[src/rtl/uart_loader_pkg.sv]
// loader_pkg: state encoding and frame constants shared by the uart_loader slice.
package loader_pkg;

  typedef enum logic [2:0] {
    IDLE = 3'd0,
    LEN0 = 3'd1,
    LEN1 = 3'd2,
    DATA = 3'd3,
    CSUM = 3'd4,
    DONE = 3'd5
  } loader_state_t;

  // Length prefix is a little-endian 16-bit word count.
  localparam int LEN_BYTES = 2;

  function automatic int bytes_per_word(input int xlen);
    return xlen / 8;
  endfunction

endpackage

[src/rtl/uart_loader_if.sv]
// uart_loader_if: byte stream from the UART receiver and the instruction-memory
// write port. The master modport is the loader side, slave is the UART/imem side.
interface uart_loader_if #(
  parameter int XLEN = 32,
  parameter int AW   = 8
);
  logic            rx_valid;
  logic [7:0]      rx_data;
  logic            imem_we;
  logic [AW-1:0]   imem_addr;
  logic [XLEN-1:0] imem_wdata;

  modport master (
    input  rx_valid,
    input  rx_data,
    output imem_we,
    output imem_addr,
    output imem_wdata
  );

  modport slave (
    output rx_valid,
    output rx_data,
    input  imem_we,
    input  imem_addr,
    input  imem_wdata
  );
endinterface

[src/rtl/uart_loader_word_assembler.sv]
// word_assembler: packs bytes little-endian into XLEN-bit words. word_valid is
// combinational and flags the byte that completes a word; word is that word.
module word_assembler
  import loader_pkg::*;
#(
  parameter int XLEN = 32
) (
  input  logic            clk,
  input  logic            rst,
  input  logic            start,
  input  logic            byte_valid,
  input  logic [7:0]      byte_data,
  output logic            word_valid,
  output logic [XLEN-1:0] word
);

  localparam int BPW = bytes_per_word(XLEN);
  localparam int IW  = (BPW > 1) ? $clog2(BPW) : 1;

  logic [IW-1:0]   idx_q, idx_d;
  logic [XLEN-1:0] shift_q, shift_d;
  logic [XLEN-1:0] packed_word;
  logic            last_byte;

  // New bytes enter at the top so the first byte ends up in the LSBs.
  if (XLEN == 8) begin : g_single
    assign packed_word = byte_data;
  end else begin : g_multi
    assign packed_word = {byte_data, shift_q[XLEN-1:8]};
  end

  assign last_byte  = (idx_q == IW'(BPW - 1));
  assign word_valid = byte_valid && !start && last_byte;
  assign word       = packed_word;

  // Byte index and shift register update; start clears for a fresh image.
  always_comb begin
    idx_d   = idx_q;
    shift_d = shift_q;
    if (start) begin
      idx_d   = '0;
      shift_d = '0;
    end else if (byte_valid) begin
      idx_d   = last_byte ? '0 : idx_q + IW'(1);
      shift_d = packed_word;
    end
  end

  // State registers.
  always_ff @(posedge clk) begin
    if (rst) begin
      idx_q   <= '0;
      shift_q <= '0;
    end else begin
      idx_q   <= idx_d;
      shift_q <= shift_d;
    end
  end

endmodule

[src/rtl/uart_loader.sv]
// uart_loader: framed, length-prefixed program download from the UART into
// instruction memory. Frame: LEN_LO, LEN_HI, N words LSB first, optional CSUM.
// Build option LOADER_CHECKSUM_EN adds the trailing checksum byte and checker;
// without it the frame ends after the data and checksum_err is tied low.
//
// state | meaning
// IDLE  | core runs normally, waiting for flash
// LEN0  | waiting for word-count low byte
// LEN1  | waiting for word-count high byte
// DATA  | receiving image bytes, writing words
// CSUM  | waiting for checksum byte
// DONE  | image complete, hold until flash drops
module uart_loader
  import loader_pkg::*;
#(
  parameter int XLEN  = 32,
  parameter int DEPTH = 256,
  parameter int AW    = $clog2(DEPTH)
) (
  input  logic          clk,
  input  logic          rst,
  input  logic          flash,
  uart_loader_if.master bus,
  output logic          core_hold,
  output logic          load_done,
  output logic          overflow,
  output logic [15:0]   word_count,
  output logic          checksum_err
);

  loader_state_t state_q, state_d;

  logic [8*LEN_BYTES-1:0] len_q, len_d;
  logic [15:0]            word_count_q, word_count_d;
  logic [AW-1:0]          imem_addr_q, imem_addr_d;
  logic [XLEN-1:0]        imem_wdata_q, imem_wdata_d;
  logic                   imem_we_q, imem_we_d;
  logic                   overflow_q, overflow_d;
  logic                   load_done_q, load_done_d;

  logic                   asm_start;
  logic                   asm_valid;
  logic                   word_valid;
  logic [XLEN-1:0]        asm_word;
  logic                   in_range;

`ifdef LOADER_CHECKSUM_EN
  logic [7:0]             csum_q, csum_d;
  logic                   checksum_err_q, checksum_err_d;
`endif

  // A data byte is consumed only while flash is still high; abort wins.
  assign asm_start = (state_q == IDLE) && flash;
  assign asm_valid = (state_q == DATA) && flash && bus.rx_valid;
  assign in_range  = ({16'd0, word_count_q} < 32'(DEPTH));

  word_assembler #(.XLEN(XLEN)) u_asm (
    .clk        (clk),
    .rst        (rst),
    .start      (asm_start),
    .byte_valid (asm_valid),
    .byte_data  (bus.rx_data),
    .word_valid (word_valid),
    .word       (asm_word)
  );

  // Next-state and datapath updates for the frame parser.
  always_comb begin
    state_d      = state_q;
    len_d        = len_q;
    word_count_d = word_count_q;
    imem_addr_d  = imem_addr_q;
    imem_wdata_d = imem_wdata_q;
    imem_we_d    = 1'b0;
    overflow_d   = overflow_q;
    load_done_d  = load_done_q;
`ifdef LOADER_CHECKSUM_EN
    csum_d         = csum_q;
    checksum_err_d = checksum_err_q;
`endif

    // Address advances the cycle after each write pulse.
    if (imem_we_q) imem_addr_d = imem_addr_q + AW'(1);

    unique case (state_q)
      IDLE: begin
        if (flash) begin
          state_d      = LEN0;
          len_d        = '0;
          word_count_d = '0;
          imem_addr_d  = '0;
          overflow_d   = 1'b0;
          load_done_d  = 1'b0;
`ifdef LOADER_CHECKSUM_EN
          csum_d         = '0;
          checksum_err_d = 1'b0;
`endif
        end
      end
      LEN0: begin
        if (!flash) begin
          state_d = IDLE;
        end else if (bus.rx_valid) begin
          len_d[7:0] = bus.rx_data;
          state_d    = LEN1;
        end
      end
      LEN1: begin
        if (!flash) begin
          state_d = IDLE;
        end else if (bus.rx_valid) begin
          len_d[15:8] = bus.rx_data;
          if ({bus.rx_data, len_q[7:0]} == 16'd0) begin
`ifdef LOADER_CHECKSUM_EN
            state_d = CSUM;
`else
            state_d     = DONE;
            load_done_d = 1'b1;
`endif
          end else begin
            state_d = DATA;
          end
        end
      end
      DATA: begin
        if (!flash) begin
          state_d = IDLE;
        end else if (asm_valid) begin
`ifdef LOADER_CHECKSUM_EN
          csum_d = csum_q + bus.rx_data;
`endif
          if (word_valid) begin
            word_count_d = word_count_q + 16'd1;
            // Words past the end of memory still count toward N.
            if (in_range) begin
              imem_we_d    = 1'b1;
              imem_wdata_d = asm_word;
            end else begin
              overflow_d = 1'b1;
            end
            if (word_count_q + 16'd1 == len_q) begin
`ifdef LOADER_CHECKSUM_EN
              state_d = CSUM;
`else
              state_d     = DONE;
              load_done_d = 1'b1;
`endif
            end
          end
        end
      end
      CSUM: begin
`ifdef LOADER_CHECKSUM_EN
        if (!flash) begin
          state_d = IDLE;
        end else if (bus.rx_valid) begin
          checksum_err_d = (bus.rx_data != csum_q);
          load_done_d    = 1'b1;
          state_d        = DONE;
        end
`else
        state_d = IDLE;
`endif
      end
      DONE: begin
        if (!flash) state_d = IDLE;
      end
      default: state_d = IDLE;
    endcase
  end

  // State and output registers.
  always_ff @(posedge clk) begin
    if (rst) begin
      state_q      <= IDLE;
      len_q        <= '0;
      word_count_q <= '0;
      imem_addr_q  <= '0;
      imem_wdata_q <= '0;
      imem_we_q    <= 1'b0;
      overflow_q   <= 1'b0;
      load_done_q  <= 1'b0;
    end else begin
      state_q      <= state_d;
      len_q        <= len_d;
      word_count_q <= word_count_d;
      imem_addr_q  <= imem_addr_d;
      imem_wdata_q <= imem_wdata_d;
      imem_we_q    <= imem_we_d;
      overflow_q   <= overflow_d;
      load_done_q  <= load_done_d;
    end
  end

`ifdef LOADER_CHECKSUM_EN
  // Checksum accumulator and result.
  always_ff @(posedge clk) begin
    if (rst) begin
      csum_q         <= '0;
      checksum_err_q <= 1'b0;
    end else begin
      csum_q         <= csum_d;
      checksum_err_q <= checksum_err_d;
    end
  end

  assign checksum_err = checksum_err_q;
`else
  assign checksum_err = 1'b0;
`endif

  assign bus.imem_we    = imem_we_q;
  assign bus.imem_addr  = imem_addr_q;
  assign bus.imem_wdata = imem_wdata_q;
  assign core_hold      = (state_q != IDLE);
  assign load_done      = load_done_q;
  assign overflow       = overflow_q;
  assign word_count     = word_count_q;

endmodule

[src/flat_wrapper.sv]
// flat-port wrapper written by rule: the top's interface ports become plain ports
module uart_loader_flat import loader_pkg::*;
#(
  parameter int XLEN  = 32,
  parameter int DEPTH = 256,
  parameter int AW    = $clog2(DEPTH)
)
  (clk, rst, flash, core_hold, load_done, overflow, word_count, checksum_err, bus_rx_valid, bus_rx_data, bus_imem_we, bus_imem_addr, bus_imem_wdata);
  uart_loader_if #(.XLEN(XLEN), .AW(AW)) bus_i ();
  input  logic clk;
  input  logic rst;
  input  logic flash;
  output logic core_hold;
  output logic load_done;
  output logic overflow;
  output logic [15:0] word_count;
  output logic checksum_err;
  input wire logic [$bits(bus_i.rx_valid)-1:0] bus_rx_valid;
  input wire logic [$bits(bus_i.rx_data)-1:0] bus_rx_data;
  output wire logic [$bits(bus_i.imem_we)-1:0] bus_imem_we;
  output wire logic [$bits(bus_i.imem_addr)-1:0] bus_imem_addr;
  output wire logic [$bits(bus_i.imem_wdata)-1:0] bus_imem_wdata;
  assign bus_i.rx_valid = bus_rx_valid;
  assign bus_i.rx_data = bus_rx_data;
  assign bus_imem_we = bus_i.imem_we;
  assign bus_imem_addr = bus_i.imem_addr;
  assign bus_imem_wdata = bus_i.imem_wdata;
  uart_loader #(.XLEN(XLEN), .DEPTH(DEPTH), .AW(AW)) u_core (.clk(clk), .rst(rst), .flash(flash), .bus(bus_i), .core_hold(core_hold), .load_done(load_done), .overflow(overflow), .word_count(word_count), .checksum_err(checksum_err));
endmodule
[config.mk]
export PLATFORM = sky130hd
export DESIGN_NAME = uart_loader_flat
export DESIGN_NICKNAME = d
export VERILOG_FILES = /design/src/rtl/uart_loader_pkg.sv /design/src/rtl/uart_loader_if.sv /design/src/rtl/uart_loader_word_assembler.sv /design/src/rtl/uart_loader.sv /design/src/flat_wrapper.sv
export SDC_FILE = /design/constraint.sdc
export NUM_CORES = 1
export LEC_CHECK = 0
export ABC_AREA = 0
export CORE_MARGIN = 1.5
export CORE_UTILIZATION = 45
export DETAILED_ROUTE_END_ITERATION = 16
export PLACE_DENSITY = 0.68
export SYNTH_ARGS = -nofsm -noshare
export SYNTH_HDL_FRONTEND = slang
export SYNTH_HIERARCHICAL = 1
export SYNTH_SLANG_ARGS = --single-unit
[constraint.sdc]
create_clock -name clk -period 3.6 [get_ports clk]
set_clock_uncertainty 0.05 [all_clocks]
set_input_delay 0.72 -clock clk [delete_from_list [all_inputs] [get_ports clk]]
set_output_delay 0.72 -clock clk [all_outputs]
set_load 0.02 [all_outputs]
==> run_results.csv <==
group,metric,value,unit
die,start_util,46.7,%
timing,post-route-min-period,3.02,ns
yosys,yosys_warnings,6,
clock_tree,post_cts_buffers,0,
routing,wl_per_cell,15.5,um
yosys,ys_ff_latch,104,
setup_path,arrival,3.25,ns
routing,drtPass1Iterations,5,
die,die_h,107,um
setup_path,path_max_fanout,8,
clock_tree,cts-buffers-inserted,9,
final_layout,final_cell_mix,"114 x nand2_1, 104 x dfxtp_1, 71 x a21oi_1, 70 x clkdlybuf4s50_1, 53 x nor2_1",
power_and_ir_drop,p_per_area,356,nW/um2
final_layout,final_layout_size_suffix_gt1_share,5.95,%
clock_tree,clock_path_buffers,2,
placement,port_buffers,71,
final_layout,final_common_cell,"nand2_1",
setup_path,critPathCaptureType,"flop",
final_layout,regArea,2080,um2
yosys,yosys_most_used_dff,"dfxtp_1",
timing,setup_violations,0,
min_path,hp-class,"flop to flop",
die,die_w,107,um
yosys,synthesis.area,4840,um2
global_routing,grt_pass1_wl,20.0,mm
yosys,syn_inst,591,
routing,drtIter0Drc,232,
clock_tree,cts_root_buffer,"clkbuf_8",
timing,max_slew_margin,46.1,%
timing,maxSlewViolCount,0,
routing,num_vias,4262,
timing,tightestPinTransition,0.802,ns
die,core,10400,um2
placement,gp_congestion,0.868,
power_and_ir_drop,leakagePower,0.00182,uW
final_layout,diodes,0,
yosys,synth-edff-count,0,
timing,worst_hold_slack,0.411,ns
yosys,synthArstFlopShare,0,%
clock_tree,cts_tree,"done",
placement,dp_hpwl,8.23,mm
timing,finalHoldViolations,0,
setup_path,crit_required,3.83,ns
final_layout,fin_util,55.0,%
final_layout,nets,649,
routing,drt_wl_total,12.0,mm
global_routing,grt_max_degree,52,
routing,post_drt_via_cell_ratio,5.50,
final_layout,fillCellCount,1012,
global_routing,gr-total-overflow,0,
setup_path,critical_path_class,"flop to flop",
yosys,seq_area_frac_synth,43.0,%
die,io_pins,73,
setup_path,cp-start-kind,"flop",
flow_run,maxCapViolCount,0,
routing,route.detailed.drc,0,
clock_tree,cts-hold-fix-buffers,0,
global_routing,track_usage,21.8,%
clock_tree,clk_latency,0.37,ns
die,num_rows,37,
timing,clock.fmax,331,MHz
clock_tree,cts_sinks,104,
clock_tree,ctsResizeCount,0,
clock_tree,clk_pin_slew,0.12,ns
outcome,outcome,"finished clean",
global_routing,antenna_found_initial,0,
final_layout,area_growth,17.8,%
die,die-area,11400,um2
timing,fin_crit_sh,83.9,%
timing,rsz0062_at_grt,"false",
timing,fin_setup_tns,0,ns
routing,ant_nets,0,
power_and_ir_drop,vdd_ir_drop_max,0.163,mV
yosys,avgSynthCellArea,8.19,um2
yosys,syn-num-nets,606,
yosys,synth_cell_type_count,61,
final_layout,multi_input_area,2440,um2
global_routing,first_global_vias,4008,
clock_tree,htreeDepth,3,
## state kept, by name, indices dropped and copies added, names as in the netlist, 2 cells and up
| signal | flops |
|---|---|
| u_core/bus.imem_addr | 8 |
| u_core/bus.imem_wdata | 32 |
| u_core/len_q | 16 |
| u_core/state_q | 3 |
| u_core/u_asm/idx_q | 2 |
| u_core/u_asm/shift_q | 24 |
| u_core/word_count | 16 |
## report_power, final
group	internal, uW	switching, uW
combinational	31.5	67.3
sequential	1150	7.22
clock	288	483
total	1470	557
## metrics by stage
stage                     setup slack, ns  std cells  power, uW  cell area, um2
final                               0.581        775       2030            5700
after global routing                0.420        775       2110            5700
after CTS                           0.583        775       2050            5700
after detailed placement            0.341        759       1280            5480
after floorplan                     0.800        591       1250            4840
after global placement              0.497        759       1280            5480
## routing by layer
layer	track usage (%)	part of all wire, %	vias up
met4	6.86	1.4	0
met1	29.7	47	2017
met5	0	0	-
met2	34.8	47	122
met3	4.13	4.8	19
li1	-	-	2104
## synth_stat cells (all sizes together) (4+ instances only)
| master | instances | area, um2 |
|---|---|---|
| a21oi | 72 | 364 |
| a31oi | 4 | 25.0 |
| and2 | 6 | 37.5 |
| and3 | 5 | 31.3 |
| buf | 24 | 191 |
| clkbuf | 23 | 106 |
| dfxtp | 104 | 2080 |
| inv | 5 | 18.8 |
| mux2i | 27 | 270 |
| nand2 | 114 | 428 |
| nand2b | 5 | 31.3 |
| nand3 | 25 | 125 |
| nand4 | 8 | 50.1 |
| nor2 | 55 | 209 |
| nor3 | 7 | 40.0 |
| nor3b | 4 | 30.0 |
| nor4 | 9 | 62.6 |
| o21ai | 17 | 88.8 |
| or2 | 4 | 25.0 |
| or3 | 5 | 31.3 |
| xnor2 | 16 | 140 |
| xor2 | 11 | 104 |
## worst max-delay path, stage by stage, from the launching register on
cell and delay (ns):
dfxtp_1 0.52, ha_1 0.34, nand4_1 0.27, or3b_2 0.57, xor2_1 0.15, o221ai_1 0.12, or3_1 0.31, a2111o_1 0.41
o21a_1 0.20
## area by class of cell
type | instances | share of cell area [%]
multi-input combinational | 435 | 42.9
sequential | 104 | 36.5
timing repair buffer | 79 | 13.4
tap | 136 | 2.99
clock buffer | 9 | 2.17
clock inverter | 7 | 1.67
inverter | 5 | 0.329
## kinds of logic (layout without fill, tap and decap cells)
logic type | Yosys count | in the layout | share of synthesized area (%)
AO/OA/AOI/OAI | 116 | 116 | 13.8
XOR/XNOR | 27 | 27 | 5.04
adder cells (fa/ha/maj) | 3 | 3 | 0.775
buffers and inverters | 52 | 100 | 6.54
flip-flops | 104 | 104 | 43.0
multiplexers | 28 | 28 | 5.82
other | 1 | 1 | 0.0775
AND/OR/NAND/NOR | 260 | 260 | 24.9
## path summary, 6_finish.rpt
kind	slack, ns	start	to	cells after the start
max	0.58	u_core/word_count[0]	u_core/state_q[1]	8
min	0.41	u_core/bus.imem_wdata[31]	u_core/bus.imem_wdata[31]	2
max reg2reg	0.58	u_core/word_count[0]	u_core/state_q[1]	8
min reg2reg	0.41	u_core/bus.imem_wdata[31]	u_core/bus.imem_wdata[31]	2
(Power assumes the default switching activity.)
==> RTL edit (config.mk and constraints unchanged) <==
Re-encode `loader_state_t` (6 states) as one-hot, 6 bits wide.
--- a/src/rtl/uart_loader_pkg.sv
+++ b/src/rtl/uart_loader_pkg.sv
@@ -3,9 +3,9 @@
 
-  typedef enum logic [2:0] {
-    IDLE = 3'd0,
-    LEN0 = 3'd1,
-    LEN1 = 3'd2,
-    DATA = 3'd3,
-    CSUM = 3'd4,
-    DONE = 3'd5
+  typedef enum logic [5:0] {
+    IDLE = 6'b000001,
+    LEN0 = 6'b000010,
+    LEN1 = 6'b000100,
+    DATA = 6'b001000,
+    CSUM = 6'b010000,
+    DONE = 6'b100000
   } loader_state_t;
Formal check against the unedited RTL: same outputs for any inputs over 10 cycles, from zero or initial values and one cycle with rst high; not proved beyond that.
==> RTL edit against the unedited design <==
- sequential cell count grew 2
- wire length decreased by 1.8%
- synthesized area up 4.4%
- setup slack got worse by 0.060 ns
- synthesized cell count grew 1.5%
- design area rose by 2.5%
- combinational power about the same
- power fell by 4.0%
- largest cell class unchanged
==> RTL edit: results (changes against the unedited design) <==
| Metric | Value |
|---|---|
| Actual slew at the worst max-slew pin | `1.09 ns (was 0.802 ns)` |
| Gr usage total | `21.0% (was 21.8%)` |
| CP arrival | `3.34 ns (was 3.25 ns)` |
| DP HPWL | `8300 um (was 8230 um)` |
| Post-synthesis sequential area ratio | `42.0% (was 43.0%)` |
| Reg clk slew, reported paths | `0.10 ns (was 0.12 ns)` |
| Share of cells above drive strength 1 | `6.82% (was 5.95%)` |
| Area contributors post-synth | `dfxtp_1 42%, nand2_1 6.4%, a21oi_1 6.2%, mux2i_1 5.7%, nor2_1 4.8% (was dfxtp_1 43%, nand2_1 8.8%, a21oi_1 7.3%, mux2i_1 5.6%, nor2_1 4.2%)` |
| Status | `finished, final reports clean (unchanged)` |
| Filler Cell Count | `1053 (was 1012)` |
| Top FF cell, synth | `dfxtp_1 (unchanged)` |
| H-Tree Depth | `3 (unchanged)` |
| Clock Tree Buf Depth | `2 (unchanged)` |
| Static Leakage | `1.88 nW (was 1.82 nW)` |
| Nets@finish | `655 (was 649)` |
| Critical-path top delay cell | `and4_1 (was or3b_2)` |
| Synth unique cells | `65 (was 61)` |
| Dpl cells | `769 (was 759)` |
| Root Buffer | `clkbuf_8 (unchanged)` |
| RD Place Congestion | `0.872 (was 0.868)` |
| DR iter-0 viols | `227 (was 232)` |
| Syn Area/Cell | `8.43 um^2 (was 8.19 um^2)` |
| Slowest cell delay on critical path | `0.95 ns (was 0.57 ns)` |
| Most frequent cells after synthesis | `106 x dfxtp_1, 86 x nand2_1, 65 x nor2_1 (was 114 x nand2_1, 104 x dfxtp_1, 71 x a21oi_1)` |
| Final Non-Filler Cells | `785 (was 775)` |
| First-pass GRT wire length | `19700 um (was 20000 um)` |
| Vias in the first global route | `4062 (was 4008)` |
| Post-CTS Resized | `0 (unchanged)` |
| Worst skew pair latency | `0.36 ns` |
| Syn Nets | `615 (was 606)` |
| Largest net degree at the start of global routing | `34 (was 52)` |
| Pint | `0.00147 W (about the same)` |
| Avg Vias per Cell | `5.55 (was 5.50)` |
| Drt total wl | `11800 um (was 12000 um)` |
| Critical path fanouts, max | `32 (was 8)` |
| Worst vdd ir | `0.000244 V (was 0.000163 V)` |
| EDFF count, synth | `0 (unchanged)` |
==> RTL edit: kinds of logic after synthesis <==
kind of cell | after synthesis | share of synthesized area, %
simple gates | 246 | 24.3
xor+xnor | 28 | 4.85
other cells | 1 | 0.0742
mux | 29 | 5.74
flops | 106 | 42.0
compound gates | 126 | 14.7
buf+inv | 60 | 7.42
fa+ha+maj | 4 | 0.940
==> RTL edit: critical path, delay by kind of cell, from the launching register on <==
family | cells | cell delay [ns]
and+or+nand+nor | 6 | 2.26
DFF | 1 | 0.53
AOI/OAI and AO/OA | 1 | 0.16
==> RTL edit: path summary, 6_finish.rpt <==
kind                            slack [ns]                         to                 startpoint  cells after the start
worst max-delay path                  0.52  u_core/bus.imem_wdata[14]          u_core/state_q[3]                      7
worst min-delay path                  0.41  u_core/bus.imem_wdata[24]  u_core/bus.imem_wdata[24]                      2
worst max register to register        0.52  u_core/bus.imem_wdata[14]          u_core/state_q[3]                      7
worst min register to register        0.41  u_core/bus.imem_wdata[24]  u_core/bus.imem_wdata[24]                      2
==> RTL edit: power by group through the flow <==
| stage | registers (W) | clock network (W) | logic [W] |
|---|---|---|---|
| after global placement | 0.00121 | 0 | 0.0000969 |
| after CTS | 0.00118 | 0.000693 | 0.0000987 |
| final | 0.00118 | 0.000671 | 0.0000986 |
| after detailed placement | 0.00121 | 0 | 0.0000984 |
| after global routing | 0.00118 | 0.000742 | 0.000107 |
| after floorplan | 0.00120 | 0 | 0.0000618 |
==> RTL edit: per-stage QoR <==
step / power (W) / worst slack (ns) / instance area (um^2)
finish: 0.00195 / 0.520 / 5840
global route: 0.00203 / 0.282 / 5840
CTS: 0.00197 / 0.558 / 5840
detailed placement: 0.00130 / 0.336 / 5670
global placement: 0.00130 / 0.499 / 5670
floorplan: 0.00127 / 0.565 / 5060
==> RTL edit: area by class of cell <==
| type | count | share of cell area, % |
|---|---|---|
| clock buffer | 11 | 2.25 |
| clock inverter | 5 | 0.685 |
| inverter | 7 | 0.450 |
| multi-input combinational | 434 | 43.8 |
| sequential | 106 | 36.3 |
| tap | 140 | 3.00 |
| timing repair buffer | 82 | 13.5 |
==> RTL edit: per-layer routing <==
| layer | wire length (um) | vias to the layer above | global-route usage (%) |
|---|---|---|---|
| met5 | 0 | - | 0 |
| met4 | 217 | 0 | 7.33 |
| met3 | 516 | 22 | 4.42 |
| met2 | 5710 | 110 | 34.6 |
| met1 | 5390 | 2073 | 27.2 |
| li1 | - | 2150 | - |
